==> config.mk <==
export PLATFORM = sky130hd
export DESIGN_NAME = rename_retire_queue
export DESIGN_NICKNAME = d
export VERILOG_FILES = /design/src/rtl/rename_retire_queue_pkg.sv /design/src/rtl/rename_retire_queue_entry_ram.sv /design/src/rtl/rename_retire_queue.sv
export SDC_FILE = /design/constraint.sdc
export NUM_CORES = 1
export LEC_CHECK = 0
export ABC_AREA = 1
export CAP_MARGIN = 10
export CORE_MARGIN = 2
export CORE_UTILIZATION = 45
export CTS_CLUSTER_SIZE = 20
export DETAILED_ROUTE_END_ITERATION = 10
export PLACE_DENSITY = 0.6
export RECOVER_POWER = 50
export SETUP_SLACK_MARGIN = 0.15
export SKIP_LAST_GASP = 1
export SLEW_MARGIN = 5
export SYNTH_ARGS = -nofsm -noshare
export SYNTH_HDL_FRONTEND = slang
export SYNTH_HIERARCHICAL = 1
export SYNTH_SLANG_ARGS = --single-unit
==> constraint.sdc <==
create_clock -name clk -period 2.9 [get_ports clk]
set_clock_uncertainty 0.1 [all_clocks]
set_input_delay 0.29 -clock clk [delete_from_list [all_inputs] [get_ports clk]]
set_output_delay 0.29 -clock clk [all_outputs]
set_load 0.01 [all_outputs]
==> src/rtl/rename_retire_queue_pkg.sv <==
// rtl/rename_retire_queue_pkg.sv - shared rename widths, tag type and retire entry layout
package rename_retire_queue_pkg;

  localparam int ROB_DEPTH      = 16;
  localparam int PHYS_REG_WIDTH = 6;
  localparam int ARCH_REG_WIDTH = 5;
  localparam int ROB_TAG_WIDTH  = $clog2(ROB_DEPTH);

  typedef logic [ROB_TAG_WIDTH-1:0] rob_tag_t;

  typedef struct packed {
    logic                      uses_rw;
    logic [ARCH_REG_WIDTH-1:0] arch;
    logic [PHYS_REG_WIDTH-1:0] phys;
    logic [PHYS_REG_WIDTH-1:0] old_phys;
  } retire_entry_t;

endpackage

==> src/rtl/rename_retire_queue_entry_ram.sv <==
// rtl/rename_retire_queue_entry_ram.sv - retire entry storage, one write port, two async reads
module retire_entry_ram
  import rename_retire_queue_pkg::*;
#(
  parameter  int DEPTH = ROB_DEPTH,
  localparam int TW    = $clog2(DEPTH)
) (
  input  logic          clk,
  input  logic          wr_en,
  input  logic [TW-1:0] wr_addr,
  input  retire_entry_t wr_data,
  input  logic [TW-1:0] rd_a_addr,
  output retire_entry_t rd_a_data,
  input  logic [TW-1:0] rd_b_addr,
  output retire_entry_t rd_b_data
);

  // Payload needs no reset: the valid vector in the parent qualifies every read.
  retire_entry_t mem_q [DEPTH];

  always_ff @(posedge clk) begin
    if (wr_en) begin
      mem_q[wr_addr] <= wr_data;
    end
  end

  assign rd_a_data = mem_q[rd_a_addr];
  assign rd_b_data = mem_q[rd_b_addr];

endmodule

==> src/rtl/rename_retire_queue.sv <==
// rtl/rename_retire_queue.sv - in-order retire queue with commit/free and youngest-first flush rollback
module rename_retire_queue
  import rename_retire_queue_pkg::*;
#(
  parameter  int DEPTH     = ROB_DEPTH,
  parameter  int PHYS_REGS = 64,
  parameter  int ARCH_REGS = 32,
  localparam int PW        = $clog2(PHYS_REGS),
  localparam int AW        = $clog2(ARCH_REGS),
  localparam int TW        = $clog2(DEPTH)
) (
  input  logic          clk,
  input  logic          rst_n,
  input  logic          alloc_valid,
  output logic          alloc_ready,
  input  logic          alloc_uses_rw,
  input  logic [AW-1:0] alloc_arch,
  input  logic [PW-1:0] alloc_phys,
  input  logic [PW-1:0] alloc_old_phys,
  output logic [TW-1:0] alloc_tag,
  input  logic          wb_valid,
  input  logic [TW-1:0] wb_tag,
  input  logic          flush_valid,
  input  logic [TW-1:0] flush_tag,
  output logic          commit_valid,
  output logic [AW-1:0] commit_arch,
  output logic [PW-1:0] commit_phys,
  output logic          free_valid,
  output logic [PW-1:0] free_phys,
  output logic          restore_valid,
  output logic [AW-1:0] restore_arch,
  output logic [PW-1:0] restore_phys,
  output logic          rollback_busy,
  output logic [TW:0]   count
);

  typedef enum logic {NORMAL, ROLLBACK} state_e;

  localparam logic [TW:0] CNT_FULL = (TW+1)'(DEPTH);

  state_e           state_q, state_d;
  logic [TW-1:0]    head_q, head_d, tail_q, tail_d, flush_tag_q, flush_tag_d;
  logic [TW:0]      count_q, count_d;
  logic [DEPTH-1:0] done_q, done_d, valid_q, valid_d;
  logic [TW-1:0]    tail_m1;
  logic             do_alloc, do_retire;
  retire_entry_t    head_entry, tail_entry, wr_entry;

  assign tail_m1 = tail_q - TW'(1);
  assign wr_entry = '{uses_rw: alloc_uses_rw, arch: alloc_arch,
                      phys: alloc_phys, old_phys: alloc_old_phys};

  retire_entry_ram #(.DEPTH(DEPTH)) u_ram (
    .clk       (clk),
    .wr_en     (do_alloc),
    .wr_addr   (tail_q),
    .wr_data   (wr_entry),
    .rd_a_addr (head_q),
    .rd_a_data (head_entry),
    .rd_b_addr (tail_m1),
    .rd_b_data (tail_entry)
  );

  always_comb begin
    state_d       = state_q;
    head_d        = head_q;
    tail_d        = tail_q;
    count_d       = count_q;
    done_d        = done_q;
    valid_d       = valid_q;
    flush_tag_d   = flush_tag_q;
    commit_valid  = 1'b0;
    commit_arch   = '0;
    commit_phys   = '0;
    free_valid    = 1'b0;
    free_phys     = '0;
    restore_valid = 1'b0;
    restore_arch  = '0;
    restore_phys  = '0;
    do_retire     = 1'b0;
    alloc_ready   = (count_q < CNT_FULL) && (state_q == NORMAL) && !flush_valid;
    do_alloc      = alloc_valid && alloc_ready;

    case (state_q)
      NORMAL: begin
        if (flush_valid) begin
          flush_tag_d = flush_tag;
          state_d     = ROLLBACK;
        end else begin
          if ((count_q != '0) && done_q[head_q]) begin
            do_retire    = 1'b1;
            commit_valid = head_entry.uses_rw;
            free_valid   = head_entry.uses_rw;
            if (head_entry.uses_rw) begin
              commit_arch = head_entry.arch;
              commit_phys = head_entry.phys;
              free_phys   = head_entry.old_phys;
            end
          end
          if (wb_valid && valid_q[wb_tag]) begin
            done_d[wb_tag] = 1'b1;
          end
          // Clear after the write-back update so a retiring slot never keeps a stale done bit.
          if (do_retire) begin
            valid_d[head_q] = 1'b0;
            done_d[head_q]  = 1'b0;
            head_d          = head_q + TW'(1);
          end
          if (do_alloc) begin
            valid_d[tail_q] = 1'b1;
            done_d[tail_q]  = 1'b0;
            tail_d          = tail_q + TW'(1);
          end
          count_d = count_q + (TW+1)'(do_alloc) - (TW+1)'(do_retire);
        end
      end
      ROLLBACK: begin
        // Youngest first, so the last restore seen for an arch reg is its oldest mapping.
        if (tail_m1 != flush_tag_q) begin
          valid_d[tail_m1] = 1'b0;
          done_d[tail_m1]  = 1'b0;
          tail_d           = tail_m1;
          count_d          = count_q - (TW+1)'(1);
          restore_valid    = tail_entry.uses_rw;
          free_valid       = tail_entry.uses_rw;
          if (tail_entry.uses_rw) begin
            restore_arch = tail_entry.arch;
            restore_phys = tail_entry.old_phys;
            free_phys    = tail_entry.phys;
          end
        end else begin
          state_d = NORMAL;
        end
      end
      default: state_d = NORMAL;
    endcase
  end

  always_ff @(posedge clk or negedge rst_n) begin
    if (!rst_n) begin
      state_q     <= NORMAL;
      head_q      <= '0;
      tail_q      <= '0;
      count_q     <= '0;
      done_q      <= '0;
      valid_q     <= '0;
      flush_tag_q <= '0;
    end else begin
      state_q     <= state_d;
      head_q      <= head_d;
      tail_q      <= tail_d;
      count_q     <= count_d;
      done_q      <= done_d;
      valid_q     <= valid_d;
      flush_tag_q <= flush_tag_d;
    end
  end

  assign alloc_tag     = tail_q;
  assign rollback_busy = (state_q == ROLLBACK);
  assign count         = count_q;

  flush_tag_in_queue_a: assert property (@(posedge clk) disable iff (!rst_n)
    (state_q == NORMAL && flush_valid) |-> valid_q[flush_tag]);

endmodule

==> run_results.csv <==
group,metric,value,unit
die,fp.coreArea,43100,sq um
sta,slew_viol_final,0,
global_routing,grt_pass1_vias,17400,
pwr,powerDensity,1200,nW/um^2
global_routing,grt_max_degree,59,
critical_path,critPathLaunchType,"flop",
pwr,p_total,29.7,mW
sta,final.setup.worst_slack,-0.0876,ns
synthesis,avgSynthCellArea,7.77,sq um
critical_path,arrival,2.60,ns
critical_path,criticalPathCategory,"reg -> out",
cts,cts_root_buffer,"clkbuf_16",
critical_path,rrSetupSlack,-0.03,ns
pwr,cellLeakagePower,11.3,nW
sta,fmaxAchievable,335,MHz
status,violations,"setup timing",
pwr,peakVddDrop,0.748,mV
routing,vias,18500,
critical_path,slowest_delay,0.39,ns
critical_path,cp_num_buf_inv,6,
routing,wl,68800,microns
global_routing,grt.total_usage,30.1,%
global_routing,grt_overflow,0,
die,die_w,213,microns
sta,min_period,2.99,ns
synthesis,synthArstFlopShare,14.8,%
cells_and_area,layout.nets,2753,
routing,dr.pass1.iters,6,
die,die_h,213,microns
synthesis,yosysSeqAreaShare,50.4,%
cts,cts.sinks,338,
routing,ant_nets,0,
synthesis,synth_nets,2578,
critical_path,worstPathCellList,"inv_4 > ha_4 > buf_6 > xor2_1 > nand2_1 > nor2_2 > nand3_2 > nand3_4 > buf_6 > inv_4 > buf_6 > nand2_1 > nand2_1 > buf_2",
synthesis,synth-edff-count,288,
sta,worst_slew_pin_slew,1.16,ns
synthesis,synth_ff_type,"edfxtp_1",
cts,ctsHtreeMaxLevel,2,
die,dieArea,45300,sq um
synthesis,yosys_warnings,6,
die,initial_utilization,45.6,%
cells_and_area,fillCellCount,3779,
cts,worstSkewPairLatency,0.57,ns
sta,hold_ws,0.273,ns
sta,setup_viol,23,
synthesis,synthCells,2527,
critical_path,crit_family,"simple AND/OR/NAND/NOR gates",
die,ios,73,
routing,drt_iter0_drc,2242,
synthesis,synth_seq_cells,338,
synthesis,synth_cell_types,40,
routing,route.detailed.drc,0,
cells_and_area,drive_gt1_share,16.1,%
critical_path,cpMaxStageDelayCell,"dfrtp_2",
cts,cts_buffer_depth,3,
critical_path,end_kind,"output pin",
sta,hold_violations,0,
synthesis,syn_area,19600,sq um
sta,finalCritPeriodShare,103,%
cells_and_area,area_growth,25.7,%
sta,setup-tns-final,-0.744,ns
cts,cts_tree,"done",
sta,slew_headroom,22.4,%
cts,cts_buffers,40,
die,rows,76,
placement,port_buffers,72,
placement,place_congestion,0.923,
critical_path,worstPathMaxFanout,6,
routing,wl_per_cell,20.7,microns
critical_path,crit_required,2.51,ns
job,drv_cap,0,
status,outcome,"complete, but fails checks",
global_routing,grt_pass1_wl,102000,microns
cts,path_clk_slew,0.06,ns
placement,hpwl,40200,microns
routing,vias_per_cell,5.57,
sta,rsz0062_at_grt,"true",
global_routing,antenna_found_initial,1,
hold_path,hold_path_class,"in -> reg",
[layer usage]
metal / global-route usage [%] / wire length (microns)
met5: 0 / 0
met4: 14.4 / 3430
met3: 5.34 / 6870
met2: 47.8 / 31100
met1: 40.0 / 27400
[kinds of logic after synthesis]
| logic type | count (synthesis) | synth area share (%) |
|---|---|---|
| AO/OA/AOI/OAI | 87 | 2.59 |
| XOR/XNOR | 11 | 0.491 |
| adder cells (fa/ha/maj) | 20 | 1.31 |
| buffers and inverters | 550 | 11.7 |
| flip-flops | 338 | 50.4 |
| multiplexers | 2 | 0.115 |
| AND/OR/NAND/NOR | 1519 | 33.3 |
[cells in the final DEF (no fill, tap or decap), types with 5 or more instances in the layout]
master,instances
a21oi_1,17
a21oi_2,7
buf_12,31
buf_16,14
buf_2,17
buf_4,107
buf_6,28
buf_8,8
bufbuf_16,8
clkbuf_1,14
clkbuf_16,47
clkdlybuf4s50_1,21
clkinv_1,8
clkinv_2,9
dfrtp_1,46
dlygate4sd3_1,20
edfxtp_1,288
ha_1,16
inv_1,390
inv_2,12
inv_4,6
nand2_1,775
nand2_2,41
nand2_4,9
nand3_1,535
nand3_2,29
nand3b_1,5
nand4_1,13
nor2_1,66
nor2_2,23
nor2_4,13
nor3_1,6
o211ai_1,12
o21ai_0,35
o21ai_1,8
xor2_1,10
[worst reg2reg max path, delay by kind of cell, from the launching register on]
kind,cells,cell delay (ns)
AO/OA/AOI/OAI,4,0.60
flip-flops,1,0.51
adder cells (fa/ha/maj),3,0.70
AND/OR/NAND/NOR,6,0.34
buffers and inverters,5,0.46
XOR/XNOR,1,0.15
[registers in the layout (all words and copies together), names as in the netlist]
name / count
alloc_tag: 4
count: 5
done_q: 16
flush_tag_q: 4
head_q: 4
rollback_busy: 1
u_ram/mem_q: 288
valid_q: 16
[timing repair]
| item | 4_1_cts | 5_1_grt |
|---|---|---|
| hold buffers | 1 | 0 |
| pin swaps | 28 | 29 |
| endpoints found under the hold margin | 19 | 0 |
| resized for setup | 269 | 86 |
| endpoints found under the setup margin | 34 | 35 |
| setup buffers | 24 | 9 |
| cloned | 19 | 7 |
[cell usage after synthesis (10+ instances only)]
cell	instances	share of area, %
buf_1	17	0.32
xor2_1	10	0.45
buf_6	10	0.57
dfrtp_1	50	6.4
buf_4	18	0.69
inv_1	403	7.7
o21ai_0	39	0.99
a21oi_1	18	0.46
nor2_1	96	1.8
edfxtp_1	288	44
nand2_1	817	16
nand4_1	13	0.41
buf_2	71	1.8
o211ai_1	12	0.46
clkbuf_1	17	0.32
nand3_1	565	14
ha_1	19	1.2
[power breakdown]
group | switching (mW) | internal (mW) | total (mW)
Clock | 2.08 | 2.83 | 4.91
Sequential | 0.253 | 5.63 | 5.88
Combinational | 11.4 | 7.54 | 18.9
Total | 13.7 | 16.0 | 29.7
[final timing paths]
check | startpoint | to | cells past startpoint
worst min register to register | done_q[8] | done_q[8] | 2
worst max-delay path | alloc_tag[0] | free_phys[1] | 14
worst max register to register | head_q[0] | count[4] | 19
min in group asynchronous | rst_n | done_q[14] | 2
worst min-delay path | flush_tag[3] | flush_tag_q[3] | 3
max in group asynchronous | rst_n | alloc_tag[0] | 3
[per-stage QoR]
stage          instance area [sq um]  std cells  setup WS (ns)  utilization (%)
2_1_floorplan                  19700       2527          0.202                -
3_5_place_dp                   21800       3186        -0.0439             50.6
6_report                       24700       3319        -0.0876             57.3
5_1_grt                        24700       3318         -0.215             57.3
3_3_place_gp                   21800       3186         0.0177             50.6
4_1_cts                        24200       3303        -0.0404             56.1
[layout make-up]
| class | instances | area [sq um] | area share [%] |
|---|---|---|---|
| well taps | 585 | 732 | 2.97 |
| inverters | 417 | 1640 | 6.65 |
| clock buffers | 53 | 1050 | 4.25 |
| clock inverters | 20 | 199 | 0.806 |
| flip-flops and latches | 338 | 9910 | 40.1 |
| repair inverters | 3 | 52.6 | 0.213 |
| multi-input cells | 1639 | 7910 | 32.1 |
| diodes | 1 | 2.50 | 0.0101 |
| repair buffers | 263 | 3180 | 12.9 |
(Power assumes the default switching activity.)
